`src/rtl/instr_type.sv`:
```
`default_nettype none
// ============================================================================
//  Module   : instr_type (package)
//  Purpose  : Shared types for the load unit: load kinds, load exceptions,
//             FSM state encoding and funct3 decode / alignment helpers.
//  Revision : 1.0 - initial release
// ============================================================================
package instr_type;

  // Load flavours; lk_invalid marks a funct3 that is not a legal load for
  // the configured XLEN.
  typedef enum logic [2:0] {
    lk_lb,
    lk_lh,
    lk_lw,
    lk_lbu,
    lk_lhu,
    lk_ld,
    lk_lwu,
    lk_invalid
  } load_kind_t;

  typedef enum logic [1:0] {
    lx_none,
    lx_misaligned,
    lx_illegal
  } load_exc_t;

  typedef enum logic [2:0] {
    S_IDLE,
    S_REQ,
    S_WAIT,
    S_WB,
    S_EXC
  } load_state_t;

  // funct3 -> load kind. LD and LWU only exist on a 64-bit datapath.
  function automatic load_kind_t decode_kind(input logic [2:0] f3, input logic rv64);
    load_kind_t k;
    case (f3)
      3'b000:  k = lk_lb;
      3'b001:  k = lk_lh;
      3'b010:  k = lk_lw;
      3'b100:  k = lk_lbu;
      3'b101:  k = lk_lhu;
      3'b011:  k = rv64 ? lk_ld  : lk_invalid;
      3'b110:  k = rv64 ? lk_lwu : lk_invalid;
      default: k = lk_invalid;
    endcase
    return k;
  endfunction

  // Natural alignment test on the low three address bits.
  function automatic logic is_misaligned(input load_kind_t k, input logic [2:0] a);
    logic m;
    case (k)
      lk_lh, lk_lhu: m = a[0];
      lk_lw, lk_lwu: m = |a[1:0];
      lk_ld:         m = |a;
      default:       m = 1'b0;
    endcase
    return m;
  endfunction

endpackage
`default_nettype wire

```
`src/rtl/load_align.sv`:
```
`default_nettype none
// ============================================================================
//  Module   : load_align
//  Purpose  : Combinational extraction of a load result from the full aligned
//             memory word: shift right by the byte offset, then sign- or
//             zero-extend the selected 8/16/32/64 bits to XLEN.
//  Ports    : kind   - load kind (instr_type::load_kind_t)
//             offset - byte offset of the access within the word
//             data   - aligned memory word
//             result - extended load value
//  Revision : 1.0 - initial release
// ============================================================================
module load_align
  import instr_type::*;
#(
  parameter int XLEN = 32,
  localparam int OFF_W = $clog2(XLEN / 8)
) (
  input  load_kind_t        kind,
  input  logic [OFF_W-1:0]  offset,
  input  logic [XLEN-1:0]   data,
  output logic [XLEN-1:0]   result
);

  logic [XLEN-1:0] shifted;

  always_comb begin
    shifted = data >> {offset, 3'b000};
    result  = '0;
    case (kind)
      lk_lb:   result = XLEN'($signed(shifted[7:0]));
      lk_lh:   result = XLEN'($signed(shifted[15:0]));
      lk_lw:   result = XLEN'($signed(shifted[31:0]));
      lk_lbu:  result = XLEN'(shifted[7:0]);
      lk_lhu:  result = XLEN'(shifted[15:0]);
      lk_lwu:  result = XLEN'(shifted[31:0]);
      lk_ld:   result = shifted;
      default: result = '0;
    endcase
  end

endmodule
`default_nettype wire

```
`src/rtl/load_unit.sv`:
```
`default_nettype none
// ============================================================================
//  Module   : load_unit
//  Purpose  : Single-outstanding load unit. Accepts a load request, checks
//             legality and alignment, issues an aligned memory read, extracts
//             and extends the result, and hands it to writeback. Illegal or
//             misaligned loads raise a one-cycle exception instead.
//  Ports    : clk, rst (async, active-low)
//             req_*      - load request (valid/ready, funct3, addr, rd)
//             mem_req_*  - aligned memory read request (valid/ready, addr)
//             mem_resp_* - memory response (valid, full aligned word)
//             wb_*       - writeback (valid/ready, data, rd)
//             exc_*      - exception pulse (valid, cause, faulting addr)
//  Revision : 1.0 - initial release
// ============================================================================
module load_unit
  import instr_type::*;
#(
  parameter int XLEN   = 32,
  parameter int ADDR_W = 32
) (
  input  logic              clk,
  input  logic              rst,
  // request
  input  logic              req_valid,
  output logic              req_ready,
  input  logic [2:0]        req_funct3,
  input  logic [ADDR_W-1:0] req_addr,
  input  logic [4:0]        req_rd,
  // memory request
  output logic              mem_req_valid,
  input  logic              mem_req_ready,
  output logic [ADDR_W-1:0] mem_req_addr,
  // memory response
  input  logic              mem_resp_valid,
  input  logic [XLEN-1:0]   mem_resp_data,
  // writeback
  output logic              wb_valid,
  input  logic              wb_ready,
  output logic [XLEN-1:0]   wb_data,
  output logic [4:0]        wb_rd,
  // exception
  output logic              exc_valid,
  output load_exc_t         exc_cause,
  output logic [ADDR_W-1:0] exc_addr
);

  localparam int OFF_W = $clog2(XLEN / 8);

  load_state_t       state, next_state;
  logic [ADDR_W-1:0] addr_q;
  logic [4:0]        rd_q;
  load_kind_t        kind_q;
  load_exc_t         cause_q;
  logic [XLEN-1:0]   result_q;

  load_kind_t        in_kind;
  logic              in_mis;
  logic              accept;
  logic [XLEN-1:0]   align_result;

  assign in_kind = decode_kind(req_funct3, XLEN == 64);
  assign in_mis  = is_misaligned(in_kind, req_addr[2:0]);
  assign accept  = (state == S_IDLE) && req_valid;

  // --------------------------------------------------------------------------
  // FSM state register
  // --------------------------------------------------------------------------
  always_ff @(posedge clk or negedge rst) begin
    if (!rst) state <= S_IDLE;
    else      state <= next_state;
  end

  // --------------------------------------------------------------------------
  // FSM next state and handshake outputs
  // --------------------------------------------------------------------------
  always_comb begin
    next_state    = state;
    req_ready     = 1'b0;
    mem_req_valid = 1'b0;
    wb_valid      = 1'b0;
    exc_valid     = 1'b0;
    exc_cause     = lx_none;
    case (state)
      S_IDLE: begin
        req_ready = 1'b1;
        if (req_valid) begin
          // Illegal kind wins over misalignment; neither touches memory.
          if (in_kind == lk_invalid || in_mis) next_state = S_EXC;
          else                                 next_state = S_REQ;
        end
      end
      S_REQ: begin
        mem_req_valid = 1'b1;
        if (mem_req_ready) next_state = S_WAIT;
      end
      S_WAIT: begin
        if (mem_resp_valid) next_state = S_WB;
      end
      S_WB: begin
        wb_valid = 1'b1;
        if (wb_ready) next_state = S_IDLE;
      end
      S_EXC: begin
        exc_valid  = 1'b1;
        exc_cause  = cause_q;
        next_state = S_IDLE;
      end
      default: next_state = S_IDLE;
    endcase
  end

  // --------------------------------------------------------------------------
  // Transaction data
  // --------------------------------------------------------------------------
  always_ff @(posedge clk or negedge rst) begin
    if (!rst) begin
      addr_q   <= '0;
      rd_q     <= '0;
      kind_q   <= lk_lb;
      cause_q  <= lx_none;
      result_q <= '0;
    end else begin
      if (accept) begin
        addr_q  <= req_addr;
        rd_q    <= req_rd;
        kind_q  <= in_kind;
        cause_q <= (in_kind == lk_invalid) ? lx_illegal :
                   in_mis                  ? lx_misaligned : lx_none;
      end
      if (state == S_WAIT && mem_resp_valid) result_q <= align_result;
    end
  end

  load_align #(.XLEN(XLEN)) u_align (
    .kind   (kind_q),
    .offset (addr_q[OFF_W-1:0]),
    .data   (mem_resp_data),
    .result (align_result)
  );

  assign mem_req_addr = {addr_q[ADDR_W-1:OFF_W], {OFF_W{1'b0}}};
  assign wb_data      = result_q;
  assign wb_rd        = rd_q;
  assign exc_addr     = addr_q;

endmodule
`default_nettype wire

```
`config.mk`:
```
export PLATFORM = sky130hd
export DESIGN_NAME = load_unit
export DESIGN_NICKNAME = d
export VERILOG_FILES = /design/src/rtl/instr_type.sv /design/src/rtl/load_align.sv /design/src/rtl/load_unit.sv
export SDC_FILE = /design/constraint.sdc
export NUM_CORES = 1
export LEC_CHECK = 0
export ABC_AREA = 1
export ABC_CLOCK_PERIOD_IN_PS = 1250
export CAP_MARGIN = 10
export CORE_MARGIN = 2
export CORE_UTILIZATION = 30
export CTS_CLUSTER_SIZE = 28
export DETAILED_ROUTE_END_ITERATION = 8
export SYNTH_ARGS = -nofsm -noshare
export SYNTH_HDL_FRONTEND = slang
export SYNTH_SLANG_ARGS = --single-unit
```
`constraint.sdc`:
```
create_clock -name clk -period 1.25 [get_ports clk]
set_input_delay 0.375 -clock clk [delete_from_list [all_inputs] [get_ports clk]]
set_output_delay 0.375 -clock clk [all_outputs]
set_load 0.02 [all_outputs]
```
==> results of run 1 <==
-- worst min-delay path by stage --
stage               start           to  slack (ns)  cells past startpoint
detailed placement    rst  wb_data[15]        0.44                      2
finish                rst   wb_data[4]        0.05                      2
CTS                   rst   wb_data[4]        0.08                      2
global route          rst   wb_data[9]        0.09                      2
global placement      rst   wb_data[8]        0.43                      2
floorplan             rst   cause_q[0]        0.08                      0
-- worst max-delay path, cell delays in order, from the launching register on --
cell	delay, ns
dfrtp_2	0.44
buf_6	0.14
nor2_4	0.09
nand2_2	0.07
inv_2	0.06
buf_6	0.11
-- per-stage QoR --
stage | setup slack [ns] | setup TNS, ns | util [%]
3_3_place_gp | -0.516 | -39.02 | 47.8
6_report | -0.348 | -18.97 | 62.7
2_1_floorplan | -0.0606 | -1.21 | -
4_1_cts | -0.375 | -20.23 | 57.8
5_1_grt | -0.395 | -26.90 | 62.7
3_5_place_dp | -0.544 | -40.86 | 47.8
-- routing by layer --
metal / share of wire, % / wire (µm) / global-route usage (%) / up-vias
met1: 37 / 6310 / 23.6 / 2269
met5: 0 / 0 / 0 / -
li1: - / - / - / 2345
met3: 8.3 / 1400 / 6.65 / 38
met2: 51 / 8690 / 39.6 / 210
met4: 3.1 / 522 / 7.61 / 0
-- report_power, final --
| group | leakage, nW | switching (mW) | internal [mW] |
|---|---|---|---|
| Sequential | 0.958 | 1.19 | 3.59 |
| Clock | 0.150 | 1.07 | 1.61 |
| Combinational | 3.35 | 7.51 | 7.79 |
| Total | 4.46 | 9.77 | 13.0 |
-- final cells by class --
class	count	share of cell area (%)
Clock buffer	11	2.82
Clock inverter	5	0.669
Inverter	29	1.95
Multi-Input combinational cell	417	27.8
Sequential cell	77	22.6
Tap cell	180	2.62
Timing Repair Buffer	329	41.0
Timing Repair inverter	3	0.553
-- cell usage in the layout, fill, tap and decap left out, drive strengths merged --
master | netlist | layout
nor2 | 24 | 24
inv | 29 | 32
dfrtp | 77 | 77
a21boi | 1 | 1
clkdlybuf4s50 | 0 | 76
nand3b | 2 | 2
conb | 1 | 2
or2 | 1 | 1
o21ai | 23 | 23
a21oi | 3 | 3
nand4 | 2 | 2
clkinv | 0 | 4
a22oi | 1 | 1
nand2 | 299 | 299
buf | 57 | 252
nand3 | 56 | 57
nor3 | 1 | 1
bufinv | 0 | 1
o2111ai | 1 | 1
clkbuf | 2 | 12
-- logic make-up (layout without fill, tap and decap cells) --
kind of cell / Yosys count / after routing / synth area share [%]
AO/OA/AOI/OAI: 29 / 29 / 3.78
other: 1 / 2 / 0.0900
buffers and inverters: 88 / 377 / 12.1
flip-flops: 77 / 77 / 46.2
AND/OR/NAND/NOR: 385 / 386 / 37.8
-- what timing repair did --
item / 4_1_cts / 5_1_grt
endpoints found under the setup margin: 180 / 181
setup buffers: 38 / 42
gates cloned: 15 / 3
pin swaps: 24 / 45
hold endpoints to repair: 0 / 0
gates resized for setup: 693 / 174
hold buffers: 0 / 0
-- sequential cells by signal, summed over array words and instances (netlist names) --
| name | cells |
|---|---|
| state | 3 |
| exc_addr | 32 |
| kind_q | 3 |
| wb_rd | 5 |
| wb_data | 32 |
| cause_q | 2 |
==> qor.yml, run 1 <==
multi_input_area_um2: 2390
r2r_slack_ns: -0.32
port_buffers: 182
critPathLaunchType: "register"
final_nets: 944
max_freq_ghz: 0.626
r2r_cells: 10
clock_sinks: 77
dp_hpwl_um: 10000
clockBufferDepth: 2
synth_edf_count: 0
rsz0062_at_grt: "yes"
diodes: 0
timing_hold_violations_final: 0
routabilityCongestion: 0.872
outcome: "finished, violations left"
p_per_area_nw_per_um2: 2650
synth-seq-cells: 77
timing.rr.end: "exc_addr[13]"
syn_area_um2: 4170
ff_latch_area_um2: 1940
start_util_pct: 30.4
netlist_instances: 580
postRouteAntennaNets: 0
grt_usage_pct: 21.7
clock-skew-final_ns: 0.0133
placementRows: 43
syn_avg_cell_area_um2: 7.18
setup_ws_ns: -0.348
ir_drop_mv: 1.56
insertion_delay_ns: 0.33
via_per_inst: 4.63
routed_wl_um: 16900
power_leakage_nw: 4.46
synthTopCellsByCount: "nand2_1 (298), dfrtp_1 (77), nand3_1 (53), buf_4 (35), inv_1 (26)"
finalPower_mw: 22.8
synthTopCellsByArea: "dfrtp_1 (46%), nand2_1 (27%), nand3_1 (6.4%)"
dp.cells: 946
ys.warnings.count: 0
io_pins: 185
setup_viol: 149
grt_max_degree: 78
crit_end: "mem_req_valid"
crit_type: "register to primary output"
fillers: 1131
wl_per_cell_um: 16.1
first_global_vias: 4832
finalNonFillerCells: 1051
fp.dieW_um: 122
async_flop_share_pct: 100
area_growth_syn_to_layout_pct: 106
relSlewSlack_pct: 63.6
seq_area_frac_synth_pct: 46.2
endpoint_kind: "primary output"
tightest_slew_ns: 0.545
drive_gt1_share_pct: 51.5
yosysMostFrequentCell: "nand2_1"
die_area_um2: 14800
cap_violations: 0
crit_fanout: 3
r2r_start: "state[0]"
vias: 4862
drt-pass1-iter-count: 4
whs_ns: 0.0451
synth.distinct_cells: 28
fin_crit_sh_pct: 128
synth.largest_area_cell: "dfrtp_1"
synth_top_area_share_pct: 46.2
cp.arrival_ns: 1.22
min_path_type: "input pin to asynchronous set/reset pin"
root_buffer: "clkbuf_16"
core_um2: 13700
clk_pin_slew_ns: 0.07
drc: 0
report.final.slew_viol_count: 0
antenna_found_initial: 0
drt_iter0_drc: 195
dpl-instance-area_um2: 6550
final_cell_area_um2: 8600
htree_levels: 3
die_h_um: 122
worstSetupStartpoint: "state[1]"
gr-total-overflow: 0
violations: "negative setup slack"
tritoncts: "yes"
cts_buffers: 9
layout_min_cycle_time_ns: 1.60
cp.required_ns: 0.88
grt_pass1_wl_um: 24500
synth-main-ff-cell: "dfrtp_1"
No activity file was read; power rests on OpenSTA's default activity.
==> inputs of run 2 (changes only) <==
--- a/config.mk
+++ b/config.mk
@@ -6,8 +6,6 @@
 export NUM_CORES = 1
 export LEC_CHECK = 0
-export ABC_AREA = 1
 export ABC_CLOCK_PERIOD_IN_PS = 1250
 export CAP_MARGIN = 10
-export CORE_MARGIN = 2
 export CORE_UTILIZATION = 30
 export CTS_CLUSTER_SIZE = 28
==> constraint.sdc (replaced) <==
create_clock -name clk -period 1.25 [get_ports clk]
set_input_delay 0.375 -clock clk [delete_from_list [all_inputs] [get_ports clk]]
set_output_delay 0.375 -clock clk [all_outputs]
set_load 0.1 [all_outputs]
==> run 2 against run 1 <==
The flow still finishes with violations (negative setup slack). Global-route usage down 0.49 points. Synthesized cell count down 26%. Wire length down 11%. Critical path type unchanged.
==> qor.yml, run 2 <==
report.final.slew_viol_count: 0  # unchanged
synthTopCellsByArea: "dfrtp_1 (49%), nand2_1 (13%), buf_4 (6.3%)"  # was dfrtp_1 (46%), nand2_1 (27%), nand3_1 (6.4%)
tritoncts: "yes"  # unchanged
wl_per_cell_um: 17.9  # was 16.1 µm
cap_violations: 0  # unchanged
crit_fanout: 5  # was 3
io_pins: 185  # unchanged
timing_hold_violations_final: 0  # unchanged
dp_hpwl_um: 9860  # was 10,000 µm
crit_type: "register to primary output"  # unchanged
start_util_pct: 30.8  # was 30.4%
syn_avg_cell_area_um2: 9.10  # was 7.18 µm²
die_area_um2: 13500  # was 14,800 µm²
outcome: "finished, violations left"  # unchanged
drive_gt1_share_pct: 61.5  # was 51.5%
clockBufferDepth: 2  # unchanged
pre_cts_ws_ns: -0.920  # was -0.544 ns
netlist_instances: 429  # was 580
core_um2: 12700  # was 13,700 µm²
root_buffer: "clkbuf_16"  # unchanged
grt_max_degree: 41  # was 78
grt_pass1_wl_um: 21200  # was 24,500 µm
drc: 0  # unchanged
yosysMostFrequentCell: "nand2_1"  # unchanged
cp.required_ns: 0.88  # about the same
via_per_inst: 4.72  # was 4.63
crit_chain: "buf_6, nor3b_4, and2_4, buf_12"  # was buf_6, nor2_4, nand2_2, inv_2, buf_6
synth_top_area_share_pct: 49.4  # was 46.2%
slowest_delay_ns: 0.37  # was 0.44 ns
port_buffers: 182  # unchanged
path_delay_family: "simple AND/OR/NAND/NOR gates"  # was flip-flops
antenna_found_initial: 0  # unchanged
seq_area_frac_synth_pct: 49.4  # was 46.2%
vias: 3989  # was 4,862
critPathBufInv: 2  # was 3
fp.dieW_um: 116  # was 122 µm
async_flop_share_pct: 100  # unchanged
dp.cells: 783  # was 946
drt-pass1-iter-count: 4  # unchanged
first_global_vias: 4043  # was 4,832
synth.distinct_cells: 37  # was 28
diodes: 0  # unchanged
synth.largest_area_cell: "dfrtp_1"  # unchanged
gr-total-overflow: 0  # unchanged
final_nets: 746  # was 944
final_common_cell: "buf_12"  # was nand2_1
placementRows: 41  # was 43
ys.warnings.count: 0  # unchanged
r2r_start: "exc_addr[0]"  # was state[0]
layout_min_cycle_time_ns: 1.82  # was 1.60 ns
grt_usage_pct: 21.2  # was 21.7%
violations: "negative setup slack"  # unchanged
postRouteAntennaNets: 0  # unchanged
relSlewSlack_pct: 63.5  # was 63.6%
synthTopCellsByCount: "nand2_1 (133), dfrtp_1 (77), buf_4 (33), nor2_1 (22), a21oi_1 (21)"  # was nand2_1 (298), dfrtp_1 (77), nand3_1 (53), buf_4 (35), inv_1 (26)
multi_input_area_um2: 2140  # was 2390 µm²
setup-tns-final_ns: -48.02  # was -18.97 ns
area_growth_syn_to_layout_pct: 124  # was 106%
worstSetupStartpoint: "state[2]"  # was state[1]
fillers: 932  # was 1,131
ff_latch_area_um2: 2090  # was 1940 µm²
setup_viol: 181  # was 149
tightest_slew_ns: 0.547  # was 0.545 ns
syn_area_um2: 3900  # was 4170 µm²
synth_edf_count: 0  # unchanged
die_h_um: 116  # was 122 µm
rsz0062_at_grt: "yes"  # unchanged
setup_ws_ns: -0.565  # was -0.348 ns
synth-seq-cells: 77  # unchanged
routed_wl_um: 15100  # was 16,900 µm
layout_common_cells: "buf_12 (116), clkdlybuf4s50_1 (74), buf_4 (65), nand2_1 (61), nand2_2 (53)"  # was nand2_1 (194), buf_6 (120), buf_4 (102), nand2_2 (80), clkdlybuf4s50_1 (76)
synth-main-ff-cell: "dfrtp_1"  # unchanged
htree_levels: 3  # unchanged
critPathLaunchType: "register"  # unchanged
finalNonFillerCells: 845  # was 1,051
max_freq_ghz: 0.551  # was 0.626 GHz
clock-skew-final_ns: 0.00756  # was 0.0133 ns
min_path_type: "input pin to asynchronous set/reset pin"  # unchanged
fin_crit_sh_pct: 145  # was 128%
routabilityCongestion: 0.818  # was 0.872
insertion_delay_ns: 0.34  # was 0.33 ns
whs_ns: 0.00334  # was 0.0451 ns
drt_iter0_drc: 137  # was 195
clk_pin_slew_ns: 0.06  # was 0.07 ns
cp_slowest_cell: "dfrtp_1"  # was dfrtp_2
cts_buffers: 9  # unchanged
clock_sinks: 77  # unchanged
endpoint_kind: "primary output"  # unchanged
cp.arrival_ns: 1.44  # was 1.22 ns
## run 2: logic make-up after synthesis
logic type,count (synthesis),share of synthesized area [%]
simple gates,198,21.9
flops,77,49.4
compound gates,69,12.2
buf+inv,60,9.36
mux,24,7.05
other cells,1,0.0961
## run 2: worst paths after layout
check | slack, ns | cells after the start | end
setup / recovery | -0.57 | 4 | exc_cause[0]
setup reg to reg | -0.53 | 4 | wb_data[31]
min in group clk | 0.52 | 2 | cause_q[0]
hold reg to reg | 0.52 | 2 | cause_q[0]
max in group asynchronous | 1.00 | 2 | exc_addr[0]
hold / removal | 0.003 | 2 | exc_addr[5]
## run 2: layout make-up
type	instances	share of cell area (%)
repair buffers	284	45.7
clock buffers	11	2.77
well taps	172	2.46
flip-flops and latches	77	23.9
multi-input cells	293	24.4
clock inverters	5	0.572
inverters	3	0.129
## run 2: metal layers
| metal | vias up | GRT usage, % | wire (µm) |
|---|---|---|---|
| met3 | 23 | 3.77 | 681 |
| li1 | 1877 | - | - |
| met1 | 1967 | 26.4 | 6040 |
| met2 | 122 | 36.0 | 7950 |
| met4 | 0 | 9.06 | 408 |
| met5 | - | 0 | 0 |
## run 2: per-stage QoR
step | utilization, % | cell area (µm²)
finish | 69.1 | 8760
global route | 69.1 | 8760
CTS | 65.3 | 8280
detailed placement | 58.9 | 7470
global placement | 58.9 | 7470
floorplan | - | 4540
## run 2: repair_timing
action                     CTS  global route
hold buffers                 0             0
setup buffers               23            15
pin swaps                   36            61
gates resized for setup     61            90
setup endpoints to repair  181           181
cloned                       7             5
## run 2: worst reg2reg max path, stage by stage (launching register included)
cell and delay (ns):
dfrtp_4 0.44, mux4_2 0.54, a22oi_2 0.21, a2111oi_4 0.16, a311o_1 0.30
Power of run 2 is not shown: default switching activity piles up to over one toggle a cycle in this logic, so the estimate is an artifact.
